==> src/rtl/dma_copier.sv <==
// Single-channel word DMA: copies Len 32-bit words from SrcAddr to DstAddr over a simple strobe bus.
// Optional fill mode (writes a latched pattern, no reads) is enabled by defining DMA_FILL_EN.
module dma_copier #(
  parameter int LEN_W = 6
) (
  input  logic             C,
  input  logic             R,
  input  logic             Start,
  input  logic [31:0]      SrcAddr,
  input  logic [31:0]      DstAddr,
  input  logic [LEN_W-1:0] Len,
  input  logic             Mode,
  input  logic [31:0]      Pattern,
  output logic [31:0]      Addr,
  output logic             Read,
  output logic             Write,
  output logic [31:0]      WData,
  input  logic [31:0]      RData,
  output logic             Busy,
  output logic             Done,
  output logic             Err,
  output logic [1:0]       dbg_state
);

  // Bus handshake: a strobe (Read or Write) with Addr is a complete transfer in
  // that cycle; RData is valid combinationally while Read is high and the
  // responder commits a write on the edge that closes a Write cycle.

  typedef enum logic [1:0] {IDLE = 2'd0, RD = 2'd1, WR = 2'd2, DONE = 2'd3} state_t;

  state_t           state, state_nx;
  logic [31:0]      src, dst, data_buf;
  logic [LEN_W-1:0] cnt;
  logic             fill_req, fill_mode;
  logic [31:0]      wr_word;
  logic             unaligned;

`ifdef DMA_FILL_EN
  logic [31:0] pat;

  assign fill_req = Mode;
  assign wr_word  = fill_mode ? pat : data_buf;

  always_ff @(posedge C or negedge R) begin
    if (!R) begin
      fill_mode <= 1'b0;
      pat       <= '0;
    end else if (state == IDLE && Start) begin
      fill_mode <= Mode;
      pat       <= Pattern;
    end
  end
`else
  logic unused_fill_inputs;

  assign fill_req           = 1'b0;
  assign fill_mode          = 1'b0;
  assign wr_word            = data_buf;
  assign unused_fill_inputs = ^{Mode, Pattern};
`endif

  // Source alignment does not matter when nothing is read.
  assign unaligned = (DstAddr[1:0] != 2'b00) || (!fill_req && (SrcAddr[1:0] != 2'b00));

  always_ff @(posedge C or negedge R) begin
    if (!R) state <= IDLE;
    else    state <= state_nx;
  end

  always_comb begin
    state_nx = state;
    case (state)
      IDLE: begin
        if (Start) begin
          if (unaligned || (Len == '0)) state_nx = DONE;
          else if (fill_req)            state_nx = WR;
          else                          state_nx = RD;
        end
      end
      RD:   state_nx = WR;
      WR: begin
        if (cnt == LEN_W'(1)) state_nx = DONE;
        else if (fill_mode)   state_nx = WR;
        else                  state_nx = RD;
      end
      DONE: state_nx = IDLE;
      default: state_nx = IDLE;
    endcase
  end

  always_ff @(posedge C or negedge R) begin
    if (!R) begin
      src      <= '0;
      dst      <= '0;
      cnt      <= '0;
      data_buf <= '0;
      Err      <= 1'b0;
    end else begin
      case (state)
        IDLE: begin
          if (Start) begin
            src <= SrcAddr;
            dst <= DstAddr;
            cnt <= Len;
            Err <= unaligned;
          end
        end
        RD: data_buf <= RData;
        WR: begin
          src <= src + 32'd4;
          dst <= dst + 32'd4;
          cnt <= cnt - LEN_W'(1);
        end
        default: ;
      endcase
    end
  end

  // Outputs decode from the state register alone, so reset clears them at once.
  always_comb begin
    Addr  = '0;
    Read  = 1'b0;
    Write = 1'b0;
    WData = '0;
    case (state)
      RD: begin
        Addr = src;
        Read = 1'b1;
      end
      WR: begin
        Addr  = dst;
        Write = 1'b1;
        WData = wr_word;
      end
      default: ;
    endcase
  end

  assign Busy      = (state == RD) || (state == WR);
  assign Done      = (state == DONE);
  assign dbg_state = state;

endmodule

==> config.mk <==
export PLATFORM = sky130hd
export DESIGN_NAME = dma_copier
export DESIGN_NICKNAME = d
export VERILOG_FILES = /design/src/rtl/dma_copier.sv
export SDC_FILE = /design/constraint.sdc
export NUM_CORES = 1
export LEC_CHECK = 0
export ABC_AREA = 0
export BUFFER_PORTS_ARGS = -buffer_cell sky130_fd_sc_hd__buf_2
export CAP_MARGIN = 5
export CORE_UTILIZATION = 56
export DETAILED_ROUTE_END_ITERATION = 6
export GPL_ROUTABILITY_DRIVEN = 0
export PLACE_DENSITY = 0.9
export SETUP_SLACK_MARGIN = 0.1
export SLEW_MARGIN = 20
export SYNTH_ARGS = -nofsm -noshare
export SYNTH_HDL_FRONTEND = slang
export SYNTH_SLANG_ARGS = --single-unit
==> constraint.sdc <==
create_clock -name C -period 4.8 [get_ports C]
set_input_delay 0.48 -clock C [delete_from_list [all_inputs] [get_ports C]]
set_output_delay 0.48 -clock C [all_outputs]
set_load 0.02 [all_outputs]
Word-level counts from Yosys, hierarchy flattened
Index checks and enable logic that the tools add are counted.
{"block": "totals", "output_inout_bits": 71, "register_bits": 105, "elab_cells": 38}
{"block": "op_classes", "add_sub_neg": 3, "eq_ne": 5, "muxes": 14, "reduce_logical": 10}
{"cell": "$pmux 32 s2", "n": 3}
{"cell": "$mux 32", "n": 3}
{"cell": "$add 32x3->32 const B", "n": 2}
{"cell": "$pmux 6 s2", "n": 1}
{"cell": "$pmux 2 s4", "n": 1}
{"cell": "$eq 6x1->1 const B", "n": 1}
{"cell": "$logic_not 6->1", "n": 1}
{"cell": "$mux 2", "n": 3}
{"cell": "$mux 6", "n": 1}
{"cell": "$reduce_bool 2->1", "n": 3}
{"cell": "$sub 6x1->6 const B", "n": 1}
{"cell": "$eq 2x2->1 const B", "n": 2}
{"cell": "$reduce_and 2->1", "n": 2}
{"cell": "$logic_or 1x1->1", "n": 3}
{"cell": "$eq 2x1->1 const B", "n": 1}
{"cell": "$logic_not 2->1", "n": 1}
{"cell": "$mux 1", "n": 2}
{"cell": "$ne 2x2->1 const B", "n": 1}

Logic depth before layout (Yosys ltp)
Gate-level depths: netlist of the first run.
{"block": "depth", "word_depth": 6, "mapped_depth": 9, "mapped_depth_nobuf": 7}

Worst setup path after synthesis of the first run
No wires, ideal clock.
{"block": "synth_path", "path_kind": "reg2out", "from": "reg state[0], in the netlist dbg_state[0]", "to": "out Addr[25]", "path_buffers": 3, "arrival_time_ns": 2.358, "path_slack_ns": 1.962, "stages_incl_launch_ff": 8, "path_cell_list": "dfrtp_1 -> inv_1 -> ha_1 -> buf_2 -> buf_1 -> buf_1 -> nand2_1 -> a21boi_0"}
{"block": "synth_via", "elab_chain_len": 2, "word_cells_on_any_way": 3, "classes_between": "2 x eq/ne; 1 x mux"}
{"item": "start, declared", "line_no": "31", "text": "state_t state, state_nx;"}
{"item": "start signal, assigned", "line_no": "67", "text": "else state <= state_nx;"}
{"item": "$eq 2x2->1 or $eq 2x1->1 (tied branches)", "line_no": "125", "text": "case (state)"}
{"item": "$pmux 32 s2 *", "line_no": "125"}
{"item": "end, declared", "line_no": "14", "text": "output logic [31:0] Addr,"}
Mark *: on every way between the ends. The rest lies on a longest branch, timed or not.

Worst setup path after layout of the first run
{"block": "layout_path", "from": "reg state[0], in the netlist dbg_state[0]", "to": "out Addr[27]"}
Same word-level chain as after synthesis.

==> results of run 1 <==
per-stage QoR:
stage               total power, uW  setup slack (ps)  hold WS [ps]
floorplan                      4071              1962         184.4
global placement               4843              1712         459.8
detailed placement             4966              1657         471.2
CTS                            5715              1393         304.8
global route                   6179              1173         334.2
finish                         5752              1349         263.2
logic make-up after synthesis:
logic type	count (synthesis)
buffers and inverters	73
AND/OR/NAND/NOR	275
flip-flops	105
AO/OA/AOI/OAI	209
multiplexers	54
adder cells (fa/ha/maj)	9
sequential cells by signal, indices dropped and copies added, names as in the netlist:
signal	count
src	32
dst	32
cnt	6
Err	1
data_buf	32
dbg_state	2
per-layer routing:
layer	vias up	wire length, um
met2	351	8364
met5	-	0
met4	0	478
met3	44	1676
li1	2962	-
met1	2928	7196
final cells by class:
class / instances / area, um2 / share of cell area, %
flip-flops and latches: 105 / 2628 / 34.35
multi-input cells: 547 / 3548 / 46.39
clock buffers: 11 / 242.7 / 3.173
clock inverters: 5 / 55.05 / 0.7197
diodes: 1 / 2.502 / 0.03271
inverters: 16 / 60.06 / 0.7851
well taps: 140 / 175.2 / 2.290
repair buffers: 183 / 938.4 / 12.27
placed cells by master, fill, tap and decap left out, types with 4 or more instances in the layout:
master	synthesis	final
o31ai_1	10	10
mux2i_1	21	20
ha_1	9	7
or3_1	5	5
a31oi_1	9	9
and3_1	26	26
nor2_1	23	23
nor3_1	7	7
o21ai_0	46	46
dfrtp_1	105	105
nand2_1	69	69
buf_2	8	174
a22oi_1	35	35
nand3_1	31	31
or4_1	9	9
a32oi_1	4	4
a21oi_1	50	50
clkbuf_16	0	9
o211ai_1	13	13
o22ai_1	25	25
buf_4	0	9
and2_1	34	34
nand4_1	24	24
nor4_1	5	5
inv_1	16	16
mux2_2	33	33
nor2b_1	29	29
cells in the mapped netlist (all sizes together), types with 13 or more instances:
cell	count	area share, %
dfrtp	105	41
nor2	23	1.3
o22ai	25	2.4
and2	34	3.3
mux2	33	5.8
a21oi	50	3.9
nand3	32	2.6
o21ai	47	3.7
clkbuf	42	2.5
nand4	25	2.7
o211ai	13	1.5
a22oi	35	4.1
nor2b	29	2.8
mux2i	21	3.3
and3	26	2.5
inv	16	0.93
buf	15	1.0
nand2	69	4.0
path summary, 6_finish.rpt:
path | cells past startpoint | slack (ps) | to | from
min reg2reg | 2 | 490 | Err$_DFFE_PN0P_ | Err$_DFFE_PN0P_
max reg2reg | 8 | 1580 | dst[28]$_DFFE_PN0P_ | dbg_state[0]$_DFFE_PN0P_
min in group C | 2 | 360 | data_buf[2]$_DFFE_PN0P_ | RData[2]
min | 1 | 260 | data_buf[13]$_DFFE_PN0P_ | R
max | 6 | 1350 | Addr[27] | dbg_state[0]$_DFFE_PN0P_
max in group asynchronous | 2 | 3540 | cnt[3]$_DFFE_PN0P_ | R
power by group:
part	total (uW)	leakage, uW	internal [uW]	switching (uW)
combinational	3070	0.00216	1230	1840
sequential	1950	0.00124	1350	592
clock	737	0.000142	417	320
total	5750	0.00353	3000	2760
==> run_results.csv, run 1 <==
group,metric,value,unit
timing,hold_viol,0,
floorplanning,start_util,58.24,%
yosys,synthAdderAreaFrac,1.753,%
clock_tree,cts.path.max_buffers,2,
global_route,use_met3,4.543,%
yosys,synth_xor_area_share,0,%
global_route,grt_pass1_wl,28470,um
yosys,yosysSeqAreaShare,40.90,%
setup_path,path_max_fanout,92,
clock_tree,clk_pin_slew,70,ps
cells_and_area,drive_above_1_share,27.80,%
timing,rsz0062_at_grt,"no",
yosys,ys_types,49,
run,max_cap_viol_count,0,
drt,firstDrtPassIters,6,
clock_tree,clock_latency,350,ps
clock_tree,cts_root_buf,"clkbuf_16",
yosys,syn_inst,725,
floorplanning,boundaryPins,209,
yosys,async_flop_share,100.0,%
drt,wl_per_cell,17.57,um
cells_and_area,fin_area,0.007650,mm2
pwr,power.density,751.9,mW/mm2
floorplanning,die-area,0.01190,mm2
global_route,grtUsageTotal,30.78,%
pwr,irDropWorstVdd,0.3837,mV
setup_path,path_cells,"inv_1, ha_4, buf_4, a22oi_1, nor2b_1, buf_2",
placed_design,postPlaceCellArea,0.007350,mm2
setup_path,cp_slowest_cell,"ha_4",
yosys,yosys_warnings,0,
floorplanning,die-height,109.1,um
setup_path,critical_path_required,4320,ps
cells_and_area,fillers,864,
cells_and_area,fin_util,69.35,%
yosys,avgSynthCellArea,8.860,um2
floorplanning,die_width,109.1,um
clock_tree,clock_sinks,105,
clock_tree,cts_resized,0,
placed_design,io_buffer_count,175,
global_route,grt-busiest-layer,"met2",
yosys,synth_area,0.006424,mm2
yosys,synth_top_family_by_area,"simple AND/OR/NAND/NOR gates",
clock_tree,post-cts-setup-buffer-count,0,
clock_tree,cts_htree_levels,3,
setup_path,critical_path.endpoint_type,"primary output",
drt,vias,6285,
yosys,yosys.area_share.simple,23.47,%
timing,clock.fmax,289.8,MHz
yosys,synth_nets,872,
drt,drt_iter0_drc,751,
drt,viasPerCell,6.235,
floorplanning,core_area,0.01103,mm2
timing,finalSetupViolCount,0,
global_route,grt_max_degree,93,
setup_path,max_stage_delay,820,ps
placed_design,hpwlAfterDp,12040,um
cells_and_area,final_cells,1008,
global_route,grt_use_met1,44.04,%
timing,finalSetupTns,0,ps
cells_and_area,nets,1009,
setup_path,crit_arrival,2970,ps
clock_tree,hold_buffers,0,
yosys,ys_ff_latch,105,
clock_tree,tritoncts,"done",
setup_path,cp-start-kind,"flop",
yosys,synth-edff-count,0,
global_route,grt_pass1_vias,5649,
timing,skew,14.40,ps
pwr,p_leak,0.003535,uW
yosys,synth_compound_area_share,20.35,%
drt,antenna_left,0,
hold_path,min_path_type,"input pin to async pin",
setup_path,crit_buf_inv,3,
drt,drc,0,
cells_and_area,syn_to_final_growth,19.09,%
setup_path,critical_path.top_delay_family,"buffers and inverters",
timing,slew_viol_final,0,
clock_tree,cts_buffers,9,
global_route,grt_use_met2,46.54,%
timing,worstMarginPinSlew,970.3,ps
timing,period_minus_slack,3451,ps
yosys,muxShareOfSynthArea,9.057,%
setup_path,crit_type,"flop to primary output",
outcome,status,"finished clean",
drt,routed_wl,17720,um
floorplanning,rows,38,
placed_design,dp.cells,991,
global_route,grt_overflow,0,
global_route,grt_antenna_before_repair,1,
timing,fin_crit_sh,71.90,%
timing,max_slew_margin,35.31,%
yosys,synth_ff_type,"dfrtp_1",
Note: power is estimated with default switching activity, not from simulation.
==> run 2: changes to the inputs <==
Settings changed: CORE_UTILIZATION 56 to 52, PLACE_DENSITY 0.9 to 0.85.
Clock period 4.8 ns to 3.5 ns, I/O delays scaled along.
==> run 2 against run 1 <==
  * Combinational power increased by 41%
  * Clock power increased by 41%
  * Core utilization decreased by 5.0 points
  * Via count increased by 0.22%
  * Worst hold slack got worse by 160 ps
  * Critical endpoint is now Addr[31]
  * Largest power group unchanged
==> run_results.csv, run 2 (synthesis gave the netlist of run 1 again) <==
group,metric,value,unit
global_route,grt_antenna_before_repair,0,
pwr,power.density,1039,mW/mm2
cells_and_area,fillers,1041,
timing,period_minus_slack,3029,ps
drt,viasPerCell,6.188,
cells_and_area,nets,1013,
hold_path,min_path_type,"input pin to async pin",
floorplanning,die-height,113.1,um
cells_and_area,final_cell_mix,"174 x buf_2, 105 x dfrtp_1, 69 x nand2_1",
timing,max_slew_margin,40.94,%
setup_path,critical_path_required,3150,ps
setup_path,path_max_fanout,64,
run,max_cap_viol_count,0,
floorplanning,rows,40,
setup_path,reg2reg_from,"dbg_state[0]$_DFFE_PN0P_",
setup_path,startpoint,"dbg_state[0]$_DFFE_PN0P_",
drt,vias,6299,
drt,firstDrtPassIters,5,
clock_tree,post-cts-setup-buffer-count,0,
clock_tree,hold_buffers,0,
setup_path,crit_arrival,2680,ps
outcome,status,"finished clean",
timing,hold_slack,103.7,ps
setup_path,crit_type,"flop to primary output",
floorplanning,start_util,53.48,%
timing,finalSetupTns,0,ps
timing,hold_viol,0,
clock_tree,cts_resized,0,
setup_path,max_stage_delay,600,ps
global_route,grt_max_degree,77,
drt,antenna_left,0,
drt,routed_wl,18330,um
global_route,grt_overflow,0,
setup_path,crit_buf_inv,3,
drt,wl_per_cell,18.00,um
timing,fin_ws,471.3,ps
cells_and_area,drive_above_1_share,28.24,%
cells_and_area,fin_area,0.007730,mm2
setup_path,critical_path.endpoint_type,"primary output",
global_route,grt_pass1_vias,5782,
placed_design,postPlaceCellArea,0.007426,mm2
timing,skew,10.58,ps
drt,drc,0,
cells_and_area,final_cells,1018,
clock_tree,cts_htree_levels,3,
floorplanning,boundaryPins,209,
cells_and_area,syn_to_final_growth,20.33,%
clock_tree,tritoncts,"done",
clock_tree,clock_latency,360,ps
drt,drt_iter0_drc,625,
global_route,grtUsageTotal,29.53,%
setup_path,critical_path.top_delay_family,"buffers and inverters",
clock_tree,cts.path.max_buffers,2,
timing,clock.fmax,330.2,MHz
timing,finalSetupViolCount,0,
cells_and_area,multi_input_area,0.003548,mm2
setup_path,cp_slowest_cell,"buf_4",
floorplanning,die-area,0.01280,mm2
global_route,grt_pass1_wl,29660,um
floorplanning,die_width,113.1,um
setup_path,path_cells,"inv_1, ha_4, buf_4, nand2_1, a21boi_0, buf_2",
cells_and_area,reg_top3,"data_buf: 32 flops, dst: 32 flops, src: 32 flops",
timing,slew_viol_final,0,
clock_tree,cts_buffers,9,
clock_tree,clock_sinks,105,
pwr,p_leak,0.003575,uW
clock_tree,cts_root_buf,"clkbuf_16",
cells_and_area,final_common_cell,"buf_2",
cells_and_area,num_antenna_cells,0,
floorplanning,core_area,0.01201,mm2
placed_design,io_buffer_count,175,
placed_design,dp.cells,1002,
timing,fin_crit_sh,86.53,%
clock_tree,clk_pin_slew,80,ps
placed_design,dp_worst_setup_slack,834.9,ps
timing,rsz0062_at_grt,"no",
cells_and_area,seq_area,0.002628,mm2
timing,worstMarginPinSlew,885.9,ps
placed_design,hpwlAfterDp,12730,um
setup_path,cp-start-kind,"flop",
pwr,irDropWorstVdd,0.7123,mV
[run 2: cell types whose count changed in the layout (fill, tap and decap cells not counted), sizes merged]
cell	before	now
bufinv	1	0
diode	1	0
buf	183	187
clkbuf	11	10
clkinv	2	1
clkinvlp	2	0
inv	16	21
[run 2: path summary, 6_finish.rpt]
check	endpoint	slack, ps	depth (start not counted)
max	Addr[31]	470	6
min	dst[12]$_DFFE_PN0P_	100	1
max reg2reg	cnt[5]$_DFFE_PN0P_	790	8
min reg2reg	dst[0]$_DFFE_PN0P_	490	2
max in group asynchronous	dst[3]$_DFFE_PN0P_	2670	2
min in group C	data_buf[6]$_DFFE_PN0P_	220	2
[run 2: metrics by stage]
stage / total power, uW / utilization (%)
2_1_floorplan: 5584 / -
6_report: 8028 / 64.35
3_3_place_gp: 6795 / 61.82
3_5_place_dp: 6929 / 61.82
5_1_grt: 8598 / 64.35
4_1_cts: 7992 / 64.35
[run 2: layer usage]
layer | track usage, % | up-vias | part of all wire [%]
li1 | - | 2958 | -
met1 | 41.40 | 3021 | 42
met2 | 45.77 | 289 | 47
met3 | 6.374 | 31 | 8.3
met4 | 9.298 | 0 | 2.3
met5 | 0 | - | 0
[run 2: report_power, final]
group	internal, uW	switching, uW
registers	1850	795
logic	1750	2590
clock network	527	511
total	4130	3900
[run 2: cell type report]
| type | instances | share of cell area (%) |
|---|---|---|
| flip-flops and latches | 105 | 33.99 |
| clock buffers | 10 | 3.092 |
| multi-input cells | 547 | 45.90 |
| clock inverters | 6 | 0.8417 |
| well taps | 147 | 2.379 |
| inverters | 16 | 0.7770 |
| repair buffers | 187 | 13.01 |
[run 2: worst reg2reg max path, stage by stage (launching register included)]
cell     delay (ps)
dfrtp_1         420
inv_1           180
ha_4            390
inv_1           100
buf_4           250
o21ai_4         260
nand2_1         560
o22ai_1         350
a21oi_1          70
==> run 3: changes to the inputs <==
Settings changed: RECOVER_POWER set to 50.
==> run 3 against run 2 <==
  * The run now ends with capacitance limit, slew limit left
  * Combinational power is essentially flat
  * Routed wire length down 0.17%
  * Sequential share of layout area up 0.12 points
  * Power is 0.15% lower
  * Cell count is the same
  * Critical path depth is the same
  * Flip-flop and latch count did not move
  * Critical path type unchanged
  * Critical endpoint is now Addr[2]
  * Largest cell class unchanged
  * Largest power group unchanged
==> run_results.csv, run 3 (synthesis gave the netlist of run 1 again) <==
group,metric,value,unit
floorplanning,boundaryPins,209,
pwr,swShare,48.65,%
drt,drc,0,
cells_and_area,seq_area,0.002628,mm2
pwr,intPower,4116,uW
global_route,grt_antenna_before_repair,0,
pwr,clockPowerShare,13.0,%
global_route,grtUsageTotal,29.53,%
floorplanning,die-area,0.01280,mm2
drt,firstDrtPassIters,5,
clock_tree,clock_latency,360,ps
pwr,pwr-share-seq,33.0,%
setup_path,cp-start-kind,"flop",
cells_and_area,final_cell_mix,"169 x buf_2, 105 x dfrtp_1, 69 x nand2_1",
clock_tree,cts_resized,0,
cells_and_area,final_common_cell,"buf_2",
timing,rsz0062_at_grt,"no",
setup_path,critical_path_required,3150,ps
pwr,p_leak,0.003555,uW
setup_path,crit_arrival,2710,ps
cells_and_area,nets,1013,
setup_path,cp_slowest_cell,"ha_1",
timing,max_slew_margin,-12.66,%
setup_path,critical_path.top_delay_family,"adder cells",
setup_path,max_stage_delay,1000,ps
placed_design,dp.cells,1002,
floorplanning,core_area,0.01201,mm2
timing,finalSetupViolCount,0,
setup_path,rr_worst_depth,8,
setup_path,path_depth,6,
clock_tree,post-cts-setup-buffer-count,0,
drt,routed_wl,18290,um
clock_tree,tritoncts,"done",
timing,skew,10.19,ps
timing,finalSetupTns,0,ps
cells_and_area,fillers,1048,
timing,hold_viol,0,
hold_path,min_path_type,"input pin to flop",
pwr,power.density,1041,mW/mm2
run,max_cap_viol_count,1,
global_route,grt_pass1_vias,5782,
setup_path,crit_buf_inv,3,
setup_path,path_max_fanout,37,
timing,period_minus_slack,3060,ps
pwr,p_sw,3900,uW
clock_tree,hold_buffers,0,
timing,slew_viol_final,67,
clock_tree,cts_root_buf,"clkbuf_16",
setup_path,critical_path.endpoint_type,"primary output",
cells_and_area,syn_to_final_growth,19.93,%
outcome,violations,"capacitance limit, slew limit",
cells_and_area,num_antenna_cells,0,
clock_tree,clock_sinks,105,
timing,fin_crit_sh,87.43,%
timing,fin_ws,440.1,ps
clock_tree,cts.path.max_buffers,2,
setup_path,crit_type,"flop to primary output",
timing,worstMarginPinSlew,1690,ps
clock_tree,cts_htree_levels,3,
floorplanning,die-height,113.1,um
placed_design,io_buffer_count,175,
pwr,irDropWorstVdd,0.7041,mV
clock_tree,cts_buffers,9,
placed_design,hpwlAfterDp,12730,um
global_route,grt_max_degree,77,
floorplanning,rows,40,
timing,hold_slack,216.7,ps
clock_tree,clk_pin_slew,80,ps
floorplanning,start_util,53.48,%
cells_and_area,reg_top3,"data_buf: 32 flops, dst: 32 flops, src: 32 flops",
timing,clock.fmax,326.8,MHz
drt,antenna_left,0,
cells_and_area,fin_util,64.14,%
drt,vias,6335,
outcome,status,"finished, violations left",
pwr,pwr-share-comb,54.0,%
floorplanning,die_width,113.1,um
drt,viasPerCell,6.223,
drt,wl_per_cell,17.97,um
global_route,grt_overflow,0,
hold_path,hold_depth,2,
placed_design,dp_worst_setup_slack,834.9,ps
global_route,grt_pass1_wl,29660,um
cells_and_area,drive_above_1_share,27.55,%
cells_and_area,final_cells,1018,
drt,drt_iter0_drc,637,
setup_path,path_cells,"inv_1, ha_1, buf_12, nand2_1, a21boi_0, buf_2",
cells_and_area,multi_input_area,0.003546,mm2
[run 3: cell types whose count changed in the layout (fill, tap and decap cells not counted)]
cell      before  now
ha_1           7    8
buf_4         10    9
ha_2           1    0
buf_12         3    2
clkbuf_1       0    5
clkbuf_2       0    2
buf_2        174  169
[run 3: area by class of cell]
type	count	share of cell area [%]
tap	147	2.388
clock buffer	10	3.102
sequential	105	34.11
multi-input combinational	547	46.03
timing repair buffer	187	12.75
inverter	16	0.7796
clock inverter	6	0.8446
[run 3: routing by layer]
layer	vias to the layer above	part of all wire, %	track usage [%]
met5	-	0	0
met4	0	2.5	9.298
met3	38	8.1	6.374
met2	280	46	45.77
met1	3053	43	41.40
li1	2964	-	-
[run 3: through the flow]
| stage | total power [uW] | instance area (um2) |
|---|---|---|
| after floorplan | 5584 | 6424 |
| after global placement | 6795 | 7426 |
| after detailed placement | 6929 | 7426 |
| after CTS | 7992 | 7730 |
| after global routing | 8587 | 7704 |
| final | 8016 | 7704 |
[run 3: power groups by stage]
stage / clock [uW] / sequential, uW / combinational [uW]
after CTS: 1060 / 2610 / 4320
after floorplan: 0 / 2360 / 3220
final: 1040 / 2650 / 4330
after global placement: 0 / 2590 / 4200
after global routing: 1110 / 2750 / 4730
after detailed placement: 0 / 2630 / 4300
[run 3: path summary, 6_finish.rpt]
path                                                from                       to  slack, ps
max in group asynchronous                              R       dst[3]$_DFFE_PN0P_       1330
worst max-delay path            dbg_state[1]$_DFFE_PN0P_                  Addr[2]        440
min in group asynchronous                              R      dst[16]$_DFFE_PN0P_        410
worst min register to register        dst[0]$_DFFE_PN0P_       dst[0]$_DFFE_PN0P_        490
worst min-delay path                            RData[6]  data_buf[6]$_DFFE_PN0P_        220
worst max register to register  dbg_state[0]$_DFFE_PN0P_       cnt[5]$_DFFE_PN0P_        780
